File: config.mk
export PLATFORM = sky130hd
export DESIGN_NAME = gather_rmw_ctrl
export DESIGN_NICKNAME = d
export VERILOG_FILES = /design/src/rtl/gather_rmw_ctrl_pkg.sv /design/src/rtl/gather_rmw_ctrl_rmw_fwd_stage.sv /design/src/rtl/gather_rmw_ctrl.sv
export SDC_FILE = /design/constraint.sdc
export NUM_CORES = 1
export LEC_CHECK = 0
export CAP_MARGIN = 25
export CORE_AREA = 2 2 102 202
export DETAILED_ROUTE_END_ITERATION = 10
export DIE_AREA = 0 0 104 204
export PLACE_DENSITY = 0.87
export SLEW_MARGIN = 20
export SYNTH_ARGS = -nofsm -noshare
export SYNTH_HDL_FRONTEND = slang
export SYNTH_SLANG_ARGS = --single-unit
File: constraint.sdc
create_clock -name clk -period 4.14 [get_ports clk]
set_input_delay 0.828 -clock clk [delete_from_list [all_inputs] [get_ports clk]]
set_output_delay 0.828 -clock clk [all_outputs]
set_load 0.03 [all_outputs]
File: src/rtl/gather_rmw_ctrl_pkg.sv
// gather_rmw_ctrl_pkg -- shared op codes, top FSM state type and combine identity.
// Rev 1.0
`default_nettype none
package gather_rmw_ctrl_pkg;
  localparam int OP_ADD = 0;
  localparam int OP_MIN = 1;

  typedef enum logic [1:0] {
    ST_RUN   = 2'd0,
    ST_DRAIN = 2'd1,
    ST_CLEAR = 2'd2
  } state_t;

  // Callers truncate to their data width; supports DATA_W up to 64.
  function automatic logic [63:0] identity_val(input int op);
    return (op == OP_MIN) ? {64{1'b1}} : 64'd0;
  endfunction
endpackage
`default_nettype wire

File: src/rtl/gather_rmw_ctrl_rmw_fwd_stage.sv
// rmw_fwd_stage -- S1..S3 update registers, hazard forwarding mux and combine.
// Rev 1.0
`default_nettype none
module rmw_fwd_stage
  import gather_rmw_ctrl_pkg::*;
#(
  parameter int DATA_W = 32,
  parameter int ADDR_W = 10,
  parameter int OP     = 0
) (
  input  logic              clk,
  input  logic              rst_n,
  input  logic              in_valid,
  input  logic [ADDR_W-1:0] in_addr,
  input  logic [DATA_W-1:0] in_data,
  input  logic [DATA_W-1:0] ram_dout,
  output logic              s1_valid,
  output logic              s2_valid,
  output logic              s3_valid,
  output logic [ADDR_W-1:0] s2_addr,
  output logic [DATA_W-1:0] s2_data
);
  logic [ADDR_W-1:0] s1_addr, s3_addr;
  logic [DATA_W-1:0] s1_data, s3_data;
  logic [DATA_W-1:0] old_val, res;

  // S3 holds the write that lands on the same edge as the S1 read, so the
  // array value seen by that read is stale; S2 is newer still and wins.
  always_comb begin
    old_val = ram_dout;
    if (s3_valid && (s3_addr == s1_addr)) old_val = s3_data;
    if (s2_valid && (s2_addr == s1_addr)) old_val = s2_data;
    if (OP == OP_MIN) res = (old_val < s1_data) ? old_val : s1_data;
    else              res = old_val + s1_data;
  end

  always_ff @(posedge clk or negedge rst_n) begin
    if (!rst_n) begin
      s1_valid <= 1'b0;
      s2_valid <= 1'b0;
      s3_valid <= 1'b0;
      s1_addr  <= '0;
      s2_addr  <= '0;
      s3_addr  <= '0;
      s1_data  <= '0;
      s2_data  <= '0;
      s3_data  <= '0;
    end else begin
      s1_valid <= in_valid;
      s1_addr  <= in_addr;
      s1_data  <= in_data;
      s2_valid <= s1_valid;
      s2_addr  <= s1_addr;
      s2_data  <= res;
      s3_valid <= s2_valid;
      s3_addr  <= s2_addr;
      s3_data  <= s2_data;
    end
  end
endmodule
`default_nettype wire

File: src/rtl/gather_rmw_ctrl.sv
// gather_rmw_ctrl -- gather-phase RMW sequencer for one URAM bank with host port and clear sweep.
// Rev 1.0
`default_nettype none
module gather_rmw_ctrl
  import gather_rmw_ctrl_pkg::*;
#(
  parameter int DATA_W = 32,
  parameter int ADDR_W = 10,
  parameter int OP     = 0
) (
  input  logic              clk,
  input  logic              rst_n,
  input  logic              upd_valid,
  output logic              upd_ready,
  input  logic [ADDR_W-1:0] upd_addr,
  input  logic [DATA_W-1:0] upd_data,
  input  logic              host_req,
  output logic              host_gnt,
  input  logic              host_we,
  input  logic [ADDR_W-1:0] host_addr,
  input  logic [DATA_W-1:0] host_wdata,
  output logic [DATA_W-1:0] host_rdata,
  output logic              host_rvalid,
  input  logic              clr_start,
  output logic              clr_busy,
  output logic              ram_en,
  output logic [ADDR_W-1:0] ram_r_addr,
  output logic [ADDR_W-1:0] ram_w_addr,
  output logic              ram_w_en,
  output logic [DATA_W-1:0] ram_din,
  input  logic [DATA_W-1:0] ram_dout,
  output logic [31:0]       upd_count
);
  localparam logic [DATA_W-1:0] IDENT = DATA_W'(identity_val(OP));

  state_t            state;
  logic              host_last, rd_pend;
  logic [ADDR_W-1:0] clr_addr;
  logic [31:0]       cnt;
  logic              run, clearing, accept, host_rd, host_wr;
  logic              s1_valid, s2_valid, s3_valid;
  logic [ADDR_W-1:0] s2_addr;
  logic [DATA_W-1:0] s2_data;

  assign run      = (state == ST_RUN);
  assign clearing = (state == ST_CLEAR);
  // A granted host cycle is always followed by one update-eligible cycle.
  assign upd_ready = run & ~(host_req & ~host_last);
  assign accept    = upd_valid & upd_ready;
  assign host_gnt  = run & host_req & ~host_last & ~s1_valid & ~s2_valid;
  assign host_rd   = host_gnt & ~host_we;
  assign host_wr   = host_gnt & host_we;

  assign host_rvalid = rd_pend;
  assign host_rdata  = rd_pend ? ram_dout : '0;
  assign clr_busy    = ~run;
  assign upd_count   = cnt;

  rmw_fwd_stage #(.DATA_W(DATA_W), .ADDR_W(ADDR_W), .OP(OP)) u_fwd (
    .clk     (clk),
    .rst_n   (rst_n),
    .in_valid(accept),
    .in_addr (upd_addr),
    .in_data (upd_data),
    .ram_dout(ram_dout),
    .s1_valid(s1_valid),
    .s2_valid(s2_valid),
    .s3_valid(s3_valid),
    .s2_addr (s2_addr),
    .s2_data (s2_data)
  );

  always_comb begin
    ram_w_addr = '0;
    ram_din    = '0;
    if (clearing) begin
      ram_w_addr = clr_addr;
      ram_din    = IDENT;
    end else if (s2_valid) begin
      ram_w_addr = s2_addr;
      ram_din    = s2_data;
    end else if (host_wr) begin
      ram_w_addr = host_addr;
      ram_din    = host_wdata;
    end
  end

  assign ram_w_en   = s2_valid | host_wr | clearing;
  assign ram_r_addr = accept ? upd_addr : (host_rd ? host_addr : '0);
  assign ram_en     = ram_w_en | accept | host_rd;

  always_ff @(posedge clk or negedge rst_n) begin
    if (!rst_n) begin
      state     <= ST_RUN;
      host_last <= 1'b0;
      rd_pend   <= 1'b0;
      clr_addr  <= '0;
      cnt       <= '0;
    end else begin
      host_last <= host_gnt;
      rd_pend   <= host_rd;
      if (accept) cnt <= cnt + 32'd1;
      case (state)
        ST_RUN:   if (clr_start) state <= ST_DRAIN;
        ST_DRAIN: if (!s1_valid && !s2_valid && !s3_valid) state <= ST_CLEAR;
        ST_CLEAR: begin
          clr_addr <= clr_addr + ADDR_W'(1);
          if (&clr_addr) begin
            state <= ST_RUN;
            cnt   <= '0;
          end
        end
        default:  state <= ST_RUN;
      endcase
    end
  end
endmodule
`default_nettype wire

# --- Word level (Yosys, flattened, before mapping) ---
# Cells that the tools add are included.
totals:
  regBits: 175
  latch_bits: 0
  ramBits: 0
  rom_bits: 0
  inputBits: 122
  out_inout_bits: 122
  elab_cells: 71
  memories: 0
op_classes:
  n_addsub: 3
  n_mul: 0
  div_mod_pow: 0
  n_lt_le_gt_ge: 0
  eq_ne: 7
  shifts: 0
  mux: 18
  bitwise_logic: 19
  n_reduce_logical: 10
ops:
  columns: ["operator", "n"]
  rows:
  - ["32-bit 2-to-1 mux", 9]
  - ["10-bit 2-to-1 mux", 5]
  - ["32-bit by 1-bit adder with 32-bit output (second input constant)", 1]
  - ["32-bit adder", 1]
  - ["10-bit equality test", 2]
  - ["10-bit by 1-bit adder with 10-bit output (second input constant)", 1]
  - ["10-bit AND reduction", 1]
  - ["1-bit AND", 9]
  - ["2-bit 2-to-1 mux", 3]
  - ["1-bit inverter", 6]
  - ["2-bit one-hot mux with 3 select lines", 1]
  - ["1-bit logical AND", 4]
  - ["2-bit != test (second input constant)", 2]
  - ["1-bit bitwise OR", 4]
  - ["1-bit logical NOT", 3]
  - ["3-bit AND reduction", 1]
  - ["2-bit by 1-bit equality test with 1-bit output (second input constant)", 1]
  - ["2-bit equality test (second input constant)", 1]
  - ["2-bit logical NOT", 1]
  - ["2-bit by 1-bit != test with 1-bit output (second input constant)", 1]

# --- Logic depth before layout (Yosys ltp) ---
logic_depth:
  word_depth: 10
  depth_mapped: 19
  ltp_nobuf: 18

# --- Cells and area by module ---
# Synthesis repeated with hierarchy kept, for this count alone.
hier_totals:
  hier_cells: 889
  hier_area_um2: 9011.1
by_module_without_submodules:
  columns: ["mod", "instances", "cells_each", "area_per_inst_um2", "seq_area_each_um2"]
  rows:
  - ["rmw_fwd_stage", 1, 505, 5849.4, 3228.1]
  - ["gather_rmw_ctrl", 1, 384, 3161.8, 1151.1]

# --- Worst setup path after synthesis ---
# OpenSTA, ideal clock, no wires.
synth_path:
  path_type: "input -> output"
  from: "input port host_req"
  to: "output port ram_w_addr[1]"
  t_arrival_ns: 3.867
  required_time_ns: 3.312
  slack_ns: -0.555
  stages: 7
  path_buffers: 2
  cell_sequence: "nor2b_1 -> nor4b_1 -> and2_1 -> clkbuf_1 -> clkbuf_1 -> a22oi_1 -> o21ai_0"
synth_between:
  elab_chain_len: 8
synth_lines:
  columns: ["item", "line_no", "rtl"]
  rows:
  - ["start: declaration", "gather_rmw_ctrl.sv:17", "input logic host_req,"]
  - ["1-bit AND (4 in a row)", "gather_rmw_ctrl.sv:50", "assign host_gnt = run & host_req & ~host_last & ~s1_valid & ~s2_valid;"]
  - ["net host_gnt", "gather_rmw_ctrl.sv:18", "output logic host_gnt,"]
  - ["1-bit AND", "gather_rmw_ctrl.sv:52", "assign host_wr = host_gnt & host_we;"]
  - ["10-bit 2-to-1 mux", "gather_rmw_ctrl.sv:82", "end else if (host_wr) begin"]
  - ["10-bit 2-to-1 mux", "gather_rmw_ctrl.sv:79", "end else if (s2_valid) begin"]
  - ["10-bit 2-to-1 mux", "gather_rmw_ctrl.sv:76", "if (clearing) begin"]
  - ["end: declaration", "gather_rmw_ctrl.sv:28", "output logic [ADDR_W-1:0] ram_w_addr,"]
# The timed path passes the listed nets, and every way through them passes these cells.

# --- Worst setup path in the final report ---
layout_path:
  from: "register u_fwd.s1_addr[5]"
  to: "register u_fwd.s2_data[31]"
layout_between:
  elab_chain_len: 5
  elab_cells_between_ends: 7
  classes_between: "1 x add/sub; 2 x eq/ne; 2 x mux; 2 x reduce/logical"
layout_lines:
  columns: ["item", "line_no", "rtl"]
  rows:
  - ["start: declaration", "gather_rmw_ctrl_rmw_fwd_stage.sv:23", "logic [ADDR_W-1:0] s1_addr, s3_addr;"]
  - ["start signal: assignment", "gather_rmw_ctrl_rmw_fwd_stage.sv:50", "s1_addr <= in_addr;"]
  - ["10-bit equality test", "gather_rmw_ctrl_rmw_fwd_stage.sv:31", "if (s3_valid && (s3_addr == s1_addr)) old_val = s3_data;"]
  - ["1-bit logical AND", "gather_rmw_ctrl_rmw_fwd_stage.sv:31", null]
  - ["32-bit 2-to-1 mux", "gather_rmw_ctrl_rmw_fwd_stage.sv:31", null]
  - ["32-bit 2-to-1 mux (*)", "gather_rmw_ctrl_rmw_fwd_stage.sv:32", "if (s2_valid && (s2_addr == s1_addr)) old_val = s2_data;"]
  - ["32-bit adder (*)", "gather_rmw_ctrl_rmw_fwd_stage.sv:34", "else res = old_val + s1_data;"]
  - ["net u_fwd.res[31]", "gather_rmw_ctrl_rmw_fwd_stage.sv:25", "logic [DATA_W-1:0] old_val, res;"]
  - ["end signal: assignment", "gather_rmw_ctrl_rmw_fwd_stage.sv:54", "s2_data <= res;"]
  - ["end: declaration", "gather_rmw_ctrl_rmw_fwd_stage.sv:21", "output logic [DATA_W-1:0] s2_data"]
# The timed path passes the listed nets; every way through them passes the cells marked *.
# A chain may end at the register's enable or synchronous reset.

==> results_dict.tcl <==
set metrics [dict create \
    vias 7061 \
    fin_crit_sh_pct 97.4 \
    top_layer_used "met4" \
    yosys_warnings 0 \
    finalWirelength_um 24600 \
    cts_buffers 17 \
    post_drt_wl_per_cell_um 18.5 \
    arrival_ns 4.34 \
    max_clock_freq_ghz 0.248 \
    start_util_pct 43.1 \
    n_fill_cell 1558 \
    io_pins 244 \
    postSynth.asyncResetShare_pct 100 \
    setup_violations 0 \
    status "complete, no violations" \
    drive_above_1_share_pct 14.7 \
    fin_crit_ns 4.03 \
    yosysUniqueCellTypes 52 \
    drt_iter0_markers 262 \
    netlist_instances 796 \
    ys_ff_latch 175 \
    grt_pass1_wl_um 37900 \
    firstDrtPassIters 5 \
    multiInputGateArea_um2 4090 \
    holdWs_ns 0.368 \
    p_leak_nw 5.30 \
    routed-wl-met3_um 1110 \
    m1WireLength_um 8730 \
    hold_path_class "in -> async" \
    finalHoldViolCount 0 \
    clk_latency_ns 0.42 \
    gp_congestion 0.890 \
    critPathTopFamily "compound AO/OA/AOI/OAI gates" \
    antenna_found_initial 0 \
    ys_seq_area_share_pct 51.5 \
    dp_cells 1292 \
    drv_slew 0 \
    avgSynthCellArea_um2 10.7 \
    final_antenna_net_count 0 \
    path_cells "xnor2_1 > nand4_1 > nor3_4 > clkbuf_16 > clkbuf_4 > mux2i_1 > a21oi_1 > ha_2 > nand4_1 > o22ai_2 > or3_1 > a21oi_2 > o31ai_4 > a22oi_2 > o21a_1 > o311ai_2 > buf_4 > xnor2_1" \
    die_h_um 204 \
    crit_type "reg -> reg" \
    final_cells 1329 \
    postPlaceCellArea_um2 11400 \
    slowest_delay_ns 0.44 \
    required_ns 4.45 \
    dpl.hpwl_um 18100 \
    yosys.area.top_type "dfrtp_1" \
    dr_wl_met2_um 14000 \
    cts_num_sinks 175 \
    drc 0 \
    slowest_stage "dfrtp_2" \
    cts_htree_levels 4 \
    antenna_cells 0 \
    startpoint_type "flip-flop" \
    cp-end-kind "flip-flop" \
    dieArea_um2 21200 \
    area_growth_pct 43.7 \
    design_area_um2 12200 \
    io_buffers 243 \
    maxCapViolations 0 \
    synth_edf_count 0 \
    crit_fanout 7 \
    core-area_um2 19700 \
    synthTopCellsByArea "dfrtp_1, xnor2_1, ha_1" \
    ff_latch_area_um2 4380 \
    yosysTopAreaCellShare_pct 51.5 \
    final.setup.worst_slack_ns 0.109 \
    die_width_um 104 \
    final_cell_mix "clkdlybuf4s50_1, dfrtp_1, nor2_1" \
    tritoncts "done" \
    clk_pin_slew_ns 0.07 \
    clock_path_buffers 2 \
    grt-ovfl-total 0 \
    vias_per_cell 5.31 \
    syn_area_um2 8510 \
    final_common_cell "clkdlybuf4s50_1" \
    finalPower_mw 5.80 \
    synthFlopType "dfrtp_1" \
    rows 73 \
    syn_nets 954 \
    grt_max_degree 75 \
    slew_headroom_pct 54.7 \
    layout.nets 1215 \
    grt_pass1_vias 7381 \
    post-place-ws_ns -0.137 \
    grtUsageTotal_pct 22.8 \
    p_per_area_nw_per_um2 474 \
    crit_buf_inv 3 \
    ir_worst_vdd_mv 0.312 \
    tightestPinTransition_ns 0.678 \
    clock_skew_ns 0.00792 \
    cts-root-buf "clkbuf_16" \
]
power by group:
group	internal [mW]	switching (mW)	leakage, nW
clock	1.14	0.655	0.319
sequential	1.95	0.210	2.12
combinational	0.807	1.04	2.85
total	3.90	1.90	5.30
per-layer routing:
metal  global-route usage, %  vias to the layer above
met2                    44.5                      248
met1                    24.0                     3460
met3                    3.57                       53
met5                       0                        -
li1                        -                     3300
met4                    9.27                        0
cell usage after synthesis (all sizes together), types with 6 or more instances:
library cell  instances
a22o                 41
xor2                 34
and3                 14
clkbuf               28
a21o                  7
a21oi                64
nand4                13
nand3                18
xnor2                53
inv                  16
and2                 37
mux2i                33
a22oi                12
or3                   6
dfrtp               175
nor2b                 9
nor2                 83
o21ai                25
ha                   35
nand2                43
buf                   6
final cells by class:
| class | count | area share (%) |
|---|---|---|
| clock buffers | 19 | 3.62 |
| clock inverters | 10 | 1.73 |
| inverters | 16 | 0.491 |
| multi-input cells | 571 | 33.4 |
| flip-flops and latches | 175 | 35.8 |
| well taps | 262 | 2.68 |
| repair buffers | 276 | 22.2 |
repair_timing:
| item | in CTS | in global routing |
|---|---|---|
| pin swaps | 2 | 12 |
| gates cloned | 0 | 1 |
| endpoints found under the setup margin | 6 | 12 |
| setup buffers | 1 | 6 |
| hold buffers | 0 | 0 |
| resized for setup | 2 | 33 |
stage by stage:
| stage | util, % | setup TNS [ns] |
|---|---|---|
| final | 62.0 | 0 |
| after CTS | 61.0 | -0.0330 |
| after floorplan | - | 0 |
| after global routing | 62.0 | -0.692 |
| after global placement | 57.6 | 0 |
| after detailed placement | 57.6 | -0.198 |
cells by family after synthesis:
logic type / share of synthesized area, %
buffers and inverters: 2.47
flip-flops: 51.5
adder cells (fa/ha/maj): 5.38
AND/OR/NAND/NOR: 14.5
XOR/XNOR: 8.95
AO/OA/AOI/OAI: 13.2
multiplexers: 4.01
worst paths after layout:
kind,from,to,slack (ns),cells past startpoint
setup reg to reg,u_fwd.s1_addr[5],u_fwd.s2_data[31],0.11,18
min in group clk,u_fwd.s2_data[25],u_fwd.s3_data[25],0.40,0
setup / recovery,u_fwd.s1_addr[5],u_fwd.s2_data[31],0.11,18
hold reg to reg,u_fwd.s2_data[25],u_fwd.s3_data[25],0.40,0
hold / removal,rst_n,u_fwd.s1_data[6],0.37,1
max in group asynchronous,rst_n,upd_count[6],2.80,2
sequential cells by signal (all words and copies together) (netlist names):
signal          flops
u_fwd.s3_data      32
u_fwd.s3_valid      1
host_rvalid         1
u_fwd.s2_data      32
u_fwd.s1_data      32
u_fwd.s2_addr      10
u_fwd.s1_valid      1
u_fwd.s3_addr      10
clr_addr           10
host_last           1
u_fwd.s2_valid      1
u_fwd.s1_addr      10
state               2
upd_count          32
Note: power is estimated with default switching activity, not from simulation.
